==> src/rtl/matrix_core_pkg.sv <==
// Shared constants and types for the vector serializer family.
// The SAT14 helper is only used when MATRIX_VEC3_SAT14_EN is defined.
package matrix_core_pkg;

  localparam int LANES_DEF = 3;
  localparam int DW_DEF    = 16;

  typedef enum logic [0:0] {
    ST_IDLE = 1'b0,
    ST_SEND = 1'b1
  } state_e;

  localparam int SAT14_MAX = 8191;
  localparam int SAT14_MIN = -8192;

  // Clamp a sign-extended lane value to the 14-bit DAC range.
  function automatic int sat14(input int v);
    int r;
    if (v > SAT14_MAX) begin
      r = SAT14_MAX;
    end else if (v < SAT14_MIN) begin
      r = SAT14_MIN;
    end else begin
      r = v;
    end
    return r;
  endfunction

endpackage

==> src/rtl/matrix_lane_sat.sv <==
// Lane selector with optional 14-bit saturation (MATRIX_VEC3_SAT14_EN).
// Purely combinational; the serializer registers the result.
module matrix_lane_sat
  import matrix_core_pkg::*;
#(
  parameter int LANES = LANES_DEF,
  parameter int DW    = DW_DEF
) (
  input  logic [LANES*DW-1:0] vec_i,
  input  logic [1:0]          idx_i,
  output logic [DW-1:0]       lane_o
);

  logic signed [DW-1:0] sel_s;

  // Pick the lane addressed by idx_i; out-of-range indices read zero.
  always_comb begin
    sel_s = '0;
    for (int i = 0; i < LANES; i++) begin
      sel_s = (idx_i == 2'(i)) ? vec_i[i*DW +: DW] : sel_s;
    end
  end

`ifdef MATRIX_VEC3_SAT14_EN
  // Saturate to [-8192, 8191] and sign-extend back to DW.
  always_comb begin
    lane_o = DW'(sat14(int'(sel_s)));
  end
`else
  // Default build passes the lane through bit-for-bit.
  always_comb begin
    lane_o = sel_s;
  end
`endif

endmodule

==> src/rtl/matrix_vec3_serializer.sv <==
// Serializes a packed LANES-wide signed vector into one element per cycle.
// Optional DAC saturation is selected by MATRIX_VEC3_SAT14_EN (see matrix_lane_sat).
module matrix_vec3_serializer
  import matrix_core_pkg::*;
#(
  parameter int LANES = LANES_DEF,
  parameter int DW    = DW_DEF
) (
  input  logic                system1000,
  input  logic                system1000_rstn,
  input  logic [LANES*DW-1:0] s_vec_data,
  input  logic                s_vec_valid,
  output logic                s_vec_ready,
  output logic [DW-1:0]       m_data,
  output logic                m_valid,
  input  logic                m_ready,
  output logic [1:0]          m_idx,
  output logic                m_last,
  output logic [15:0]         vec_count
);

  state_e              state_q, state_d;
  logic [LANES*DW-1:0] vec_q, vec_d;
  logic [DW-1:0]       m_data_q, m_data_d;
  logic                m_valid_q, m_valid_d;
  logic [1:0]          m_idx_q, m_idx_d;
  logic                m_last_q, m_last_d;
  logic [15:0]         cnt_q, cnt_d;

  logic                in_xfer_s;
  logic                out_xfer_s;
  logic [LANES*DW-1:0] sel_vec_s;
  logic [1:0]          sel_idx_s;
  logic [DW-1:0]       lane_s;

  assign out_xfer_s  = m_valid_q && m_ready;
  assign s_vec_ready = (state_q == ST_IDLE) || (out_xfer_s && m_last_q);
  assign in_xfer_s   = s_vec_valid && s_vec_ready;

  // A newly accepted vector feeds lane 0 straight from the input so it lands one cycle later.
  assign sel_vec_s = in_xfer_s ? s_vec_data : vec_q;
  assign sel_idx_s = in_xfer_s ? 2'd0 : (m_idx_q + 2'd1);

  matrix_lane_sat #(
    .LANES (LANES),
    .DW    (DW)
  ) u_lane_sat (
    .vec_i  (sel_vec_s),
    .idx_i  (sel_idx_s),
    .lane_o (lane_s)
  );

  // Next-state logic for the FSM, holding register and output registers.
  always_comb begin
    state_d   = state_q;
    vec_d     = vec_q;
    m_data_d  = m_data_q;
    m_valid_d = m_valid_q;
    m_idx_d   = m_idx_q;
    m_last_d  = m_last_q;
    cnt_d     = cnt_q;
    if (out_xfer_s && m_last_q) begin
      cnt_d = cnt_q + 16'd1;
    end else begin
      cnt_d = cnt_q;
    end
    if (in_xfer_s) begin
      state_d   = ST_SEND;
      vec_d     = s_vec_data;
      m_valid_d = 1'b1;
      m_idx_d   = 2'd0;
      m_last_d  = (LANES == 1);
      m_data_d  = lane_s;
    end else if (out_xfer_s) begin
      if (m_last_q) begin
        state_d   = ST_IDLE;
        m_valid_d = 1'b0;
        m_idx_d   = 2'd0;
        m_last_d  = 1'b0;
        m_data_d  = '0;
      end else begin
        m_idx_d  = sel_idx_s;
        m_last_d = (sel_idx_s == 2'(LANES - 1));
        m_data_d = lane_s;
      end
    end else begin
      state_d = state_q;
    end
  end

  // State registers with asynchronous active-low reset.
  always_ff @(posedge system1000 or negedge system1000_rstn) begin
    if (!system1000_rstn) begin
      state_q   <= ST_IDLE;
      vec_q     <= '0;
      m_data_q  <= '0;
      m_valid_q <= 1'b0;
      m_idx_q   <= 2'd0;
      m_last_q  <= 1'b0;
      cnt_q     <= 16'd0;
    end else begin
      state_q   <= state_d;
      vec_q     <= vec_d;
      m_data_q  <= m_data_d;
      m_valid_q <= m_valid_d;
      m_idx_q   <= m_idx_d;
      m_last_q  <= m_last_d;
      cnt_q     <= cnt_d;
    end
  end

  assign m_data    = m_data_q;
  assign m_valid   = m_valid_q;
  assign m_idx     = m_idx_q;
  assign m_last    = m_last_q;
  assign vec_count = cnt_q;

endmodule

==> config.mk <==
export PLATFORM = sky130hd
export DESIGN_NAME = matrix_vec3_serializer
export DESIGN_NICKNAME = d
export VERILOG_FILES = /design/src/rtl/matrix_core_pkg.sv /design/src/rtl/matrix_lane_sat.sv /design/src/rtl/matrix_vec3_serializer.sv
export SDC_FILE = /design/constraint.sdc
export NUM_CORES = 1
export LEC_CHECK = 0
export BUFFER_PORTS_ARGS = -buffer_cell sky130_fd_sc_hd__buf_4
export CAP_MARGIN = 20
export CORE_AREA = 4 4 91 93
export CTS_CLUSTER_SIZE = 12
export DETAILED_ROUTE_END_ITERATION = 10
export DIE_AREA = 0 0 95 97
export PLACE_DENSITY = 0.76
export SKIP_LAST_GASP = 1
export SYNTH_ARGS = -nofsm -noshare
export SYNTH_HDL_FRONTEND = slang
export SYNTH_SLANG_ARGS = --single-unit
==> constraint.sdc <==
create_clock -name system1000 -period 2.3 [get_ports system1000]
set_clock_uncertainty 0.15 [all_clocks]
set_input_delay 0.46 -clock system1000 [delete_from_list [all_inputs] [get_ports system1000]]
set_output_delay 0.46 -clock system1000 [all_outputs]
set_load 0.01 [all_outputs]
==> impl_results.md <==
* Simple-gate share of the synthesized area at 24.0%
* Xor-xnor portion of the synthesized cell area at 3.42%
* Grt ovf at 0
* WL final at 9.16 mm
* Worst Tran Pin Value at 868 ps
* CTS tree: built
* CP peak stage delay at 640 ps
* Mux cell area share after synthesis at 1.11%
* Synthesized area at 3840 µm²
* Die ar. at 9220 µm²
* H-tree Lvls at 3
* Final Hold Fails at 0
* Largest delay contributor family on the critical path: compound AO/OA/AOI/OAI gates
* Area fraction in compound gates after synthesis at 12.3%
* CP Capture Type: register
* Max Fclk at 0.501 GHz
* Relative slew margins at 42.1%
* Clk_lat worst skew at 330 ps
* Yosys reg bits at 84
* Placer Congestion at 0.872
* Most used DFF post-synth: dfrtp_1
* Die H at 97 µm
* Initial Util at 51.0%
* Cell accounting for the most synthesized area: dfrtp_1
* Inst Count DP at 577
* First-pass GRT wire length at 15.3 mm
* Critical-path top delay cell: a21oi_2
* Post-route minimum period at 1990 ps
* PD cells at 1170 nW/µm²
* Worst vdd ir at 553 µV
* Clock buffer count from CTS at 9
* Vias in the first global route at 3,087
* Register area share after synthesis at 54.8%
* Worst-path cell chain: buf_4, nor2b_1, a21oi_2, a22oi_1, o31ai_1
* Cell Count, Final, Fillers Out at 594
* CTS Buffer Depth at 2
* Antenna cells at 0
* Post-synthesis cell count at 400
* Net count after synthesis at 453
* Critical path arrival at 2080 ps
* Final instance area at 4840 µm²
* DP Area at 4610 µm²
* Final nets at 540
* Ports at 89
* Synth Area in Adders at 0.326%
* CP max FO at 16
* Largest net degree at the start of global routing at 65
* Crit share post-route at 86.7%
* Number of nets still failing antenna checks after routing at 0
* Worst Path Buf+Inv at 1
* Leak at 2.40 nW
* Sink Count at 84
* Setup TNS Final at 0 ps
* DRC violations left at 0
* Share of layout cells above drive strength 1 at 27.0%
* Core Box Area at 7530 µm²
* RSZ-0062 raised after global routing: false
* Routed wire per std cell at 15.4 µm
* Post-DP HPWL at 6.28 mm
* Startpoint types: register
* Setup CP Type: register to register
* Area Growth Syn to Fin at 26.1%
* Hold Crit Class: input port to register
* Die W at 95 µm
* Hold_ws at 160 ps
* Number of detailed-route iterations in the first pass at 5
* Outcome: finished, final reports clean
* Max_cap viols at 0
* Clk root buf: clkbuf_8
* Area contributors post-synth: dfrtp_1 (55%), nand2_1 (14%), xnor2_1 (3.4%)
* Initial DRC Count at 235
* Critical Path RT at 2390 ps
* Clk slew on worst S/H paths at 80 ps
* Via count at 3,161
* Post-CTS Resized at 0
* Initial antenna violation count at 0
* YS warnings at 0
* IO buf count at 88
* Vias per inst at 5.32
* Total GRT Usage at 20.8%
* Row cnt at 32
* Final Max Slew Viols at 0
* Post-synth EDFFs at 0
* # hold bufs at CTS at 1
* Share of the synthesized area in the top cell type at 54.8%
* Post-CTS setup buffers at 0
* Final core utilization at 64.3%
* Avg Synthesized Cell Area at 9.59 µm²
* Distinct cells, synth at 34
* Post-synthesis async set-or-reset flop share at 100%
* Setup Viol. Count Final at 0
* Largest family of logic cells by synthesized area: simple AND/OR/NAND/NOR gates
-- logic make-up after synthesis --
family,after synthesis
adders and majority gates,1
xor gates and xnor gates,15
and+or+nand+nor,212
buffers and inverters,28
muxes,4
DFF,84
AOI/OAI and AO/OA,56
-- area by class of cell --
type,count,area (µm²)
fill,645,2690
sequential,84,2100
multi-input combinational,288,1580
timing repair buffer,102,806
clock buffer,11,141
tap,102,128
clock inverter,5,75.1
inverter,2,7.51
-- per-stage QoR --
step | total power (W) | setup slack, ps
after floorplan | 0.00376 | 624
after global placement | 0.00446 | 340
final | 0.00568 | 306
after global routing | 0.00608 | 236
after detailed placement | 0.00456 | 299
after CTS | 0.00572 | 310
-- report_power, final --
group / total, W / switching (W) / internal (W)
clock: 0.00113 / 0.000496 / 0.000637
sequential: 0.00242 / 0.000375 / 0.00204
combinational: 0.00213 / 0.00116 / 0.000974
-- cell usage after synthesis (all sizes together), types with 3 or more instances --
| cell | n |
|---|---|
| nor3b | 15 |
| nand4 | 6 |
| a22oi | 16 |
| a211oi | 15 |
| a22o | 3 |
| nand2b | 3 |
| clkbuf | 7 |
| o31ai | 16 |
| nor2 | 23 |
| xnor2 | 15 |
| buf | 19 |
| nand2 | 149 |
| nand3 | 7 |
| dfrtp | 84 |
-- final timing paths --
check	cells past startpoint	from	endpoint	slack, ps
setup / recovery	5	m_valid	m_data[7]	310
hold / removal	3	s_vec_data[17]	vec_q[17]	160
setup reg to reg	5	m_valid	m_data[7]	310
hold reg to reg	2	vec_q[24]	vec_q[24]	330
max in group asynchronous	3	system1000_rstn	vec_q[2]	970
min in group asynchronous	2	system1000_rstn	vec_q[40]	450
-- placed cells by master (no fill, tap or decap), drive strengths merged --
cell	synthesis	layout
inv	2	2
dfrtp	84	84
clkinv	0	3
nor2b	2	2
bufinv	0	2
ha	1	1
nand2	149	149
o31ai	16	16
buf	19	101
a22oi	16	16
nand3b	1	1
clkbuf	7	11
nand3	7	7
xnor2	15	15
mux2	2	2
mux2i	2	2
nor2	23	23
nand2b	3	3
a21oi	2	2
nor3b	15	15
and2	2	2
a211oi	15	15
a21bo	1	1
nand4	6	6
a221oi	1	1
a22o	3	3
and3	1	1
dlygate4sd3	0	1
nor3	1	1
o21a	1	1
o22ai	1	1
and4	2	2
-- state kept, by name, indices dropped and copies added, names as in the netlist --
name,cells
m_data,16
m_idx,2
m_last,1
m_valid,1
vec_count,16
vec_q,48
-- metal layers --
layer	vias to the layer above	global-route usage [%]	part of all wire (%)
met1	1529	29.7	45
met4	0	6.44	0.97
met5	-	0	0
met2	105	31.2	47
met3	8	5.21	7.0
li1	1519	-	-
-- worst register-to-register path, stage by stage, from the launching register on --
cell	delay, ps
dfrtp_1	470
buf_4	200
nor2b_1	70
a21oi_2	640
a22oi_1	250
o31ai_1	120
(Power assumes the default switching activity.)
